### src/rtl/otter_pkg.sv
// Shared OTTER encodings: opcodes, branch func3 codes, PC mux selects and the
// EX-stage flush FSM states.
package otter_pkg;

  typedef enum logic [6:0] {
    OPC_LUI    = 7'b0110111,
    OPC_AUIPC  = 7'b0010111,
    OPC_JAL    = 7'b1101111,
    OPC_JALR   = 7'b1100111,
    OPC_BRANCH = 7'b1100011,
    OPC_LOAD   = 7'b0000011,
    OPC_STORE  = 7'b0100011,
    OPC_OP_IMM = 7'b0010011,
    OPC_OP     = 7'b0110011,
    OPC_SYSTEM = 7'b1110011
  } opcode_t;

  typedef enum logic [2:0] {
    BR_BEQ  = 3'b000,
    BR_BNE  = 3'b001,
    BR_BLT  = 3'b100,
    BR_BGE  = 3'b101,
    BR_BLTU = 3'b110,
    BR_BGEU = 3'b111
  } br_func3_t;

  typedef enum logic [2:0] {
    PC_PLUS4  = 3'd0,
    PC_JALR   = 3'd1,
    PC_BRANCH = 3'd2,
    PC_JAL    = 3'd3,
    PC_MTVEC  = 3'd4,
    PC_MEPC   = 3'd5
  } pcsrc_t;

  typedef enum logic {
    ST_RUN   = 1'b0,
    ST_FLUSH = 1'b1
  } flush_state_t;

  localparam logic [2:0] FUNC3_PRIV = 3'b000;

endpackage

### src/rtl/otter_branch_cond_gen.sv
// Combinational branch-condition evaluator; unknown func3 codes are not taken.
module otter_branch_cond_gen
  import otter_pkg::*;
#(
  parameter int unsigned XLEN = 32
) (
  input  logic [XLEN-1:0] rs1,
  input  logic [XLEN-1:0] rs2,
  input  logic [2:0]      func3,
  output logic            taken
);

  logic eq, lt, ltu;

  always_comb begin
    eq  = (rs1 == rs2);
    lt  = ($signed(rs1) < $signed(rs2));
    ltu = (rs1 < rs2);
    taken = 1'b0;
    case (func3)
      BR_BEQ:  taken = eq;
      BR_BNE:  taken = ~eq;
      BR_BLT:  taken = lt;
      BR_BGE:  taken = ~lt;
      BR_BLTU: taken = ltu;
      BR_BGEU: taken = ~ltu;
      default: taken = 1'b0;
    endcase
  end

endmodule

### src/rtl/otter_ex_branch_ctrl.sv
// EX-stage redirect/flush controller for the OTTER pipeline.
// Optional branch statistics counters are enabled with OTTER_BR_STATS_EN.
module otter_ex_branch_ctrl
  import otter_pkg::*;
#(
  parameter int unsigned FLUSH_CYCLES = 2,
  parameter int unsigned XLEN         = 32
) (
  input  logic            CLK,
  input  logic            RST,
  input  logic            EX_VALID,
  input  logic            EX_STALL,
  input  logic [6:0]      EX_OPCODE,
  input  logic [2:0]      EX_FUNC3,
  input  logic [XLEN-1:0] EX_PC,
  input  logic [XLEN-1:0] EX_RS1,
  input  logic [XLEN-1:0] EX_RS2,
  input  logic            INT_REQ,
  input  logic            INT_EN,
  output logic [2:0]      PC_SOURCE,
  output logic            REDIRECT,
  output logic            EX_KILL,
  output logic            INT_TAKEN,
  output logic [XLEN-1:0] INT_EPC
`ifdef OTTER_BR_STATS_EN
  ,
  output logic [31:0]     BR_TOTAL_CNT,
  output logic [31:0]     BR_TAKEN_CNT
`endif
);

  flush_state_t state;
  logic [2:0]   cnt;
  logic         int_pending;
  logic         cond_taken;
  logic         live;
  logic         take_int;
  logic         is_branch;
  pcsrc_t       pc_sel;

  otter_branch_cond_gen #(.XLEN(XLEN)) u_cond (
    .rs1   (EX_RS1),
    .rs2   (EX_RS2),
    .func3 (EX_FUNC3),
    .taken (cond_taken)
  );

  // RST gates every output so the mux sees pc+4 while reset is held.
  always_comb begin
    live      = EX_VALID & ~EX_STALL & (state == ST_RUN);
    is_branch = (EX_OPCODE == OPC_BRANCH);
    pc_sel    = PC_PLUS4;
    take_int  = 1'b0;
    if (!RST && live) begin
      if (int_pending) begin
        pc_sel   = PC_MTVEC;
        take_int = 1'b1;
      end else if (EX_OPCODE == OPC_JAL) begin
        pc_sel = PC_JAL;
      end else if (EX_OPCODE == OPC_JALR) begin
        pc_sel = PC_JALR;
      end else if (is_branch && cond_taken) begin
        pc_sel = PC_BRANCH;
      end else if (EX_OPCODE == OPC_SYSTEM && EX_FUNC3 == FUNC3_PRIV) begin
        pc_sel = PC_MEPC;
      end
    end
    PC_SOURCE = pc_sel;
    REDIRECT  = (pc_sel != PC_PLUS4);
    INT_TAKEN = take_int;
    INT_EPC   = take_int ? EX_PC : '0;
    EX_KILL   = ~RST & (take_int | ((state == ST_FLUSH) & EX_VALID));
  end

  always_ff @(posedge CLK) begin
    if (RST) begin
      state       <= ST_RUN;
      cnt         <= '0;
      int_pending <= 1'b0;
    end else begin
      if (take_int || !INT_EN) begin
        int_pending <= 1'b0;
      end else if (INT_REQ) begin
        int_pending <= 1'b1;
      end
      case (state)
        ST_RUN: begin
          if (REDIRECT) begin
            state <= ST_FLUSH;
            cnt   <= 3'(FLUSH_CYCLES);
          end
        end
        ST_FLUSH: begin
          if (!EX_STALL) begin
            if (cnt <= 3'd1) begin
              state <= ST_RUN;
              cnt   <= '0;
            end else begin
              cnt <= cnt - 3'd1;
            end
          end
        end
        default: begin
          state <= ST_RUN;
          cnt   <= '0;
        end
      endcase
    end
  end

`ifdef OTTER_BR_STATS_EN
  always_ff @(posedge CLK) begin
    if (RST) begin
      BR_TOTAL_CNT <= '0;
      BR_TAKEN_CNT <= '0;
    end else if (live && is_branch) begin
      BR_TOTAL_CNT <= BR_TOTAL_CNT + 32'd1;
      if (cond_taken) begin
        BR_TAKEN_CNT <= BR_TAKEN_CNT + 32'd1;
      end
    end
  end
`endif

endmodule

### config.mk
export PLATFORM = sky130hd
export DESIGN_NAME = otter_ex_branch_ctrl
export DESIGN_NICKNAME = d
export VERILOG_FILES = /design/src/rtl/otter_pkg.sv /design/src/rtl/otter_branch_cond_gen.sv /design/src/rtl/otter_ex_branch_ctrl.sv
export SDC_FILE = /design/constraint.sdc
export NUM_CORES = 1
export LEC_CHECK = 0
export CORE_MARGIN = 3
export CORE_UTILIZATION = 32
export CTS_BUF_LIST = sky130_fd_sc_hd__clkbuf_4 sky130_fd_sc_hd__clkbuf_8 sky130_fd_sc_hd__clkbuf_16
export CTS_CLUSTER_SIZE = 10
export DETAILED_ROUTE_END_ITERATION = 8
export PLACE_DENSITY = 0.87
export SETUP_SLACK_MARGIN = 0.15
export SYNTH_ARGS = -nofsm -noshare
export SYNTH_HDL_FRONTEND = slang
export SYNTH_SLANG_ARGS = --single-unit
### constraint.sdc
create_clock -name CLK -period 11.1 [get_ports CLK]
set_clock_uncertainty 0.15 [all_clocks]
set_input_delay 2.22 -clock CLK [delete_from_list [all_inputs] [get_ports CLK]]
set_output_delay 2.22 -clock CLK [all_outputs]
set_load 0.03 [all_outputs]
=== After elaboration in Yosys (flattened, before gate mapping) ===
Index checks and enable logic that the tools add are counted.

* Bits in registers: 5
* Input bits: 112
* Word-level logic and storage cells: 58

* Add/sub/neg operators: 1
* Magnitude comparators: 3
* Eq/ne operators: 12
* Mux-type cells: 18
* Bitwise logic cells: 11
* Reductions and logical operators: 10

{| class="wikitable"
|+ Operators with widths
! kind !! count
|-
| 32-bit less-than comparator || 2
|-
| 32-bit equality test || 1
|-
| 32-bit two-way mux || 1
|-
| 7-bit equality test (second input constant) || 4
|-
| 3-bit two-way mux || 9
|-
| 3-bit equality test (second input constant) || 4
|-
| 1-bit inverter || 6
|-
| 1-bit case mux with 6 select lines || 1
|-
| 3-bit case mux with 2 select lines || 1
|-
| 1-bit two-way mux || 5
|-
| 1-bit bitwise AND || 4
|-
| 2-bit inequality test (second input constant) || 2
|-
| 3-bit by 1-bit equality test with 1-bit output (second input constant) || 1
|-
| 3-bit by 1-bit <= comparator with 1-bit output (second input constant) || 1
|-
| 1-bit logical AND || 3
|-
| 3-bit logical NOT || 1
|-
| 3-bit nonzero test || 1
|-
| 3-bit by 1-bit subtractor with 3-bit output (second input constant) || 1
|-
| 1-bit logical NOT || 2
|-
| 1-bit case mux with 2 select lines || 1
|-
| 2-bit AND reduction || 1
|-
| 2-bit OR reduction || 1
|-
| 1-bit logical OR || 1
|-
| 1-bit OR || 1
|}

=== Depth between registers and ports, before layout ===
* Depth in word-level cells: 12
* Mapped depth: 11

=== Cells and area by module ===
A second synthesis with hierarchy kept.

* Cells, all modules: 213
* Area, all modules: 1,531.5 um2

{| class="wikitable"
|+ By module, submodules not included
! module !! times used !! cells each !! area each (um2)
|-
| otter_branch_cond_gen || 1 || 120 || 864.6
|-
| otter_ex_branch_ctrl || 1 || 93 || 666.9
|}

=== Least setup slack after synthesis ===
No wires, ideal clock.

* Path type: input -> output
* From: input EX_RS2[17]
* To: output REDIRECT
* Arrival: 4.332 ns
* Data required time: 8.730 ns
* Slack: 4.398 ns
* Stages on the path: 10
* Path buffers: 0
* Cells stage by stage: inv_1 ha_1 a21o_1 a221o_1 a22o_1 a2111oi_1 o21ai_1 xnor2_1 a311oi_2 inv_2

* Cells in the longest elaborated chain, start to end: 10

{| class="wikitable"
|+ Ends and longest elaborated chain
! element !! RTL line !! source
|-
| start, declared || otter_ex_branch_ctrl.sv:17 || <nowiki>input logic [XLEN-1:0] EX_RS2,</nowiki>
|-
| 32-bit less-than comparator (tied with other cells) || otter_branch_cond_gen.sv:18 || <nowiki>ltu = (rs1 < rs2);</nowiki>
|-
| 1-bit inverter (on tied branches) || otter_branch_cond_gen.sv:26, otter_branch_cond_gen.sv:22, otter_branch_cond_gen.sv:24 ||
|-
| 1-bit case mux with 6 select lines * || otter_branch_cond_gen.sv:20 || <nowiki>case (func3)</nowiki>
|-
| 1-bit logical AND * || otter_ex_branch_ctrl.sv:62 || <nowiki>end else if (is_branch && cond_taken) begin</nowiki>
|-
| 3-bit two-way mux * || otter_ex_branch_ctrl.sv:62 ||
|-
| 3-bit two-way mux * || otter_ex_branch_ctrl.sv:60 || <nowiki>end else if (EX_OPCODE == OPC_JALR) begin</nowiki>
|-
| 3-bit two-way mux * || otter_ex_branch_ctrl.sv:58 || <nowiki>end else if (EX_OPCODE == OPC_JAL) begin</nowiki>
|-
| 3-bit two-way mux * || otter_ex_branch_ctrl.sv:55 || <nowiki>if (int_pending) begin</nowiki>
|-
| 3-bit two-way mux * || otter_ex_branch_ctrl.sv:54 || <nowiki>if (!RST && live) begin</nowiki>
|-
| 3-bit nonzero test * || otter_ex_branch_ctrl.sv:69 || <nowiki>REDIRECT = (pc_sel != PC_PLUS4);</nowiki>
|-
| end, declared || otter_ex_branch_ctrl.sv:21 || <nowiki>output logic REDIRECT,</nowiki>
|}

Mark *: on every way between the ends. The rest lies on a longest branch, timed or not.

=== Final worst setup path ===
Ends and elaborated chain as after synthesis.

==> results.tsv <==
stage	metric	value	unit
sta	relative slew slack	39.8	%
worst_hold_path	Hold Crit Class	reg -> reg	
power_and_ir_drop	total chip power	0.000134	W
worst_setup_path	crit path cell chain	clkdlybuf4s50_1 > inv_1 > ha_1 > a21o_1 > a221o_1 > a22o_1 > a2111oi_1 > o21ai_1 > xnor2_1 > a311oi_2 > inv_2 > clkdlybuf4s50_1	
synthesis	sequential share of the synthesized area	6.67	%
worst_setup_path	CP Data Required Time	8.73	ns
outcome	outcome	completed	
power_and_ir_drop	Peak VDD IR	0.0252	mV
placed_design	IO Port Bufs	149	
synthesis	share of the synthesized area in the top cell type	28.4	%
worst_setup_path	Worst Path Arrival	5.53	ns
sta	period utilization	71.2	%
clock_tree	cts bufs inserted	3	
sta	Tightest Pin Transition	0.901	ns
detailed_routing	Routed WL	5370	um
synthesis	Mapped Avg Cell Area	7.39	sq um
global_route	vias in the first global route	1908	
worst_setup_path	critical path's slowest cell	clkdlybuf4s50_1	
worst_setup_path	critical path's most frequent cell	clkdlybuf4s50_1	
die	Die H	74.5	um
synthesis	Cells after Synth	203	
clock_tree	clk sink count	5	
sta	Final TNS setup	0	ns
cells_and_area	fraction of layout cells with a size suffix above 1	4.30	%
synthesis	Synth area leader	ha_1	
global_route	busiest grt layer	met2	
global_route	met1 Use GR	21.5	%
global_route	first-pass GRT wire length	8090	um
cells_and_area	area grow syn2layout	105	%
cells_and_area	commonest cells after routing, fill and taps aside	clkdlybuf4s50_1 (149), inv_1 (37), ha_1 (34)	
cells_and_area	most common cell after layout, fill and taps aside	clkdlybuf4s50_1	
die	Site Rows	24	
cells_and_area	NumNets Final	496	
sta	RSZ-0062 raised after global routing	false	
clock_tree	post_cts resized	0	
global_route	M2 GR Usage	33.7	%
sta	Tmin final	7.90	ns
clock_tree	Worst-path clk slew	0.04	ns
sta	fmax	127	MHz
sta	final hold violation count	0	
clock_tree	Post-CTS Setup Inserts	0	
worst_setup_path	Worst Setup End Kind	primary output	
placed_design	post-DP HPWL	4770	um
sta	setup violators final	0	
detailed_routing	post-route antenna net violation count	0	
synthesis	compound-cell area share of the yosys netlist	18.3	%
detailed_routing	routed length per instance	13.4	um
synthesis	post-synthesis xor/xnor area fraction	1.75	%
global_route	Tot GR Track Use	18.4	%
worst_setup_path	kind of critical path	in -> out	
synthesis	Syn. warnings	0	
synthesis	Yosys reg bits	5	
detailed_routing	DR pass1 iterations	4	
synthesis	Post-Synth Adder-Cell Area	28.4	%
worst_setup_path	worst-path maximum fanout	3	
clock_tree	CTS Hold Buffers Added	0	
global_route	initial antenna violation count	0	
synthesis	largest family of logic cells by synthesized area	simple AND/OR/NAND/NOR gates	
cells_and_area	# diodes	0	
die	num ports	150	
power_and_ir_drop	Pleak	1.47	nW
placed_design	gp weighted congestion	0.865	
die	Initial Util	33.8	%
detailed_routing	Vias	1969	
detailed_routing	DR iter-0 viols	50	
synthesis	Post-Synth Simple-Gate Area	33.4	%
global_route	Remaining Overflow, GRT	0	
worst_setup_path	Crit path buffers/inverters	4	
die	Core Region	4440	sq um
clock_tree	Longest Clk Path Bufs	2	
clock_tree	root buffer cell	clkbuf_8	
detailed_routing	vias per std cell	4.91	
synthesis	Synth Cell Area	1500	sq um
clock_tree	Clock Latency Late Sink	0.23	ns
synthesis	synth unique cells	42	
worst_setup_path	Critical Path Source Type	primary input	
worst_setup_path	CP max stage delay	0.61	ns
detailed_routing	DRC	0	
die	Die Wd	74.5	um
global_route	pin count of the biggest net entering global routing	39	
synthesis	mux share of post-synthesis cell area	0	%
synthesis	Mapped Nets	349	
power_and_ir_drop	P per Cell Area	43.6	nW/um^2
die	DIE AREA	5550	sq um
job	Max Cap Viol	0	
clock_tree	# H-tree levels	1	
worst_setup_path	CP delay by family, top	compound AO/OA/AOI/OAI gates	
synthesis	top cells by area, synth	ha_1 (28%), and3_1 (13%), inv_1 (9.3%), dfxtp_1 (6.7%), a21oi_1 (4.0%)	
sta	Slew Limit Fails	0	
global_route	M3 GR Usage	3.11	%
clock_tree	CTS tree	yes	
flip-flops by register name, summed over array words and instances, names as in the netlist:
signal       cells
cnt              3
int_pending      1
state            1
per-layer routing:
| metal | part of all wire (%) | vias up |
|---|---|---|
| li1 | - | 1021 |
| met1 | 38 | 877 |
| met2 | 54 | 62 |
| met3 | 6.5 | 9 |
| met4 | 1.6 | 0 |
| met5 | 0 | - |
kinds of logic (layout without fill, tap and decap cells):
logic type / after synthesis / count (layout)
buffers and inverters: 46 / 192
DFF: 5 / 5
xor gates and xnor gates: 3 / 3
AOI/OAI and AO/OA: 36 / 36
adders and majority gates: 34 / 34
and+or+nand+nor: 79 / 79
through the flow:
step	instance area [sq um]	hold slack, ns	std cells	utilization, %	setup WS [ns]
finish	3080	0.388	401	69.3	3.20
global placement	3030	0.365	397	68.2	3.30
detailed placement	3030	0.375	397	68.2	3.16
global route	3080	0.428	401	69.3	3.01
floorplan	1500	0.345	203	-	4.40
CTS	3080	0.390	401	69.3	3.17
cell usage after synthesis:
| cell | number |
|---|---|
| nand2b_1 | 3 |
| nand2_1 | 5 |
| a221o_1 | 3 |
| a22o_1 | 1 |
| nor3_1 | 2 |
| nor2b_1 | 2 |
| a21oi_1 | 12 |
| inv_1 | 37 |
| a311oi_2 | 2 |
| nand4_2 | 1 |
| nor4_2 | 1 |
| inv_2 | 1 |
| o21ai_1 | 1 |
| buf_2 | 1 |
| o21ai_0 | 3 |
| or4_1 | 1 |
| or3_1 | 1 |
| nor4_1 | 2 |
| o31a_1 | 1 |
| and3_1 | 32 |
| o41ai_2 | 2 |
| nand4_1 | 7 |
| ha_1 | 34 |
| and2_4 | 1 |
| xnor2_1 | 2 |
| nand4b_1 | 1 |
| and2_1 | 2 |
| a2111oi_1 | 1 |
| a2111oi_0 | 1 |
| a21o_1 | 4 |
| o211ai_1 | 2 |
| dfxtp_1 | 5 |
| nor4b_1 | 1 |
| clkbuf_1 | 7 |
| nor4b_4 | 1 |
| nor3b_1 | 1 |
| xor2_1 | 1 |
| a31oi_1 | 2 |
| nor3_4 | 1 |
| nand3_1 | 5 |
| nor2_1 | 9 |
| o21a_1 | 1 |
worst reg2reg max path, cell delays in order (launching register included):
cell      delay, ns
dfxtp_1        0.90
nand2b_1       0.28
nor3_4         0.07
nor4b_1        0.17
a311oi_2       0.33
inv_2          0.11
o41ai_2        0.27
path summary, 6_finish.rpt:
kind                             from                  end  slack [ns]  cells past startpoint
max reg2reg  int_pending$_SDFFE_PP0P_  cnt[2]$_SDFFE_PP0P_        8.74                      6
min               cnt[2]$_SDFFE_PP0P_  cnt[2]$_SDFFE_PP0P_        0.39                      2
max                        EX_RS2[17]             REDIRECT        3.20                     12
min reg2reg       cnt[2]$_SDFFE_PP0P_  cnt[2]$_SDFFE_PP0P_        0.39                      2
report_power, final:
part           switching (W)  internal (W)  leakage [nW]
combinational      0.0000261     0.0000503          1.40
clock              0.0000109     0.0000273        0.0262
sequential        0.00000141     0.0000184        0.0405
total              0.0000384     0.0000960          1.47
layout make-up:
class,count,area (sq um)
Tap cell,52,65.1
Multi-Input combinational cell,152,1230
Clock buffer,4,48.8
Sequential cell,5,100
Fill cell,364,1360
Timing Repair Buffer,150,1500
Inverter,38,143
Note: power is estimated with default switching activity, not from simulation.
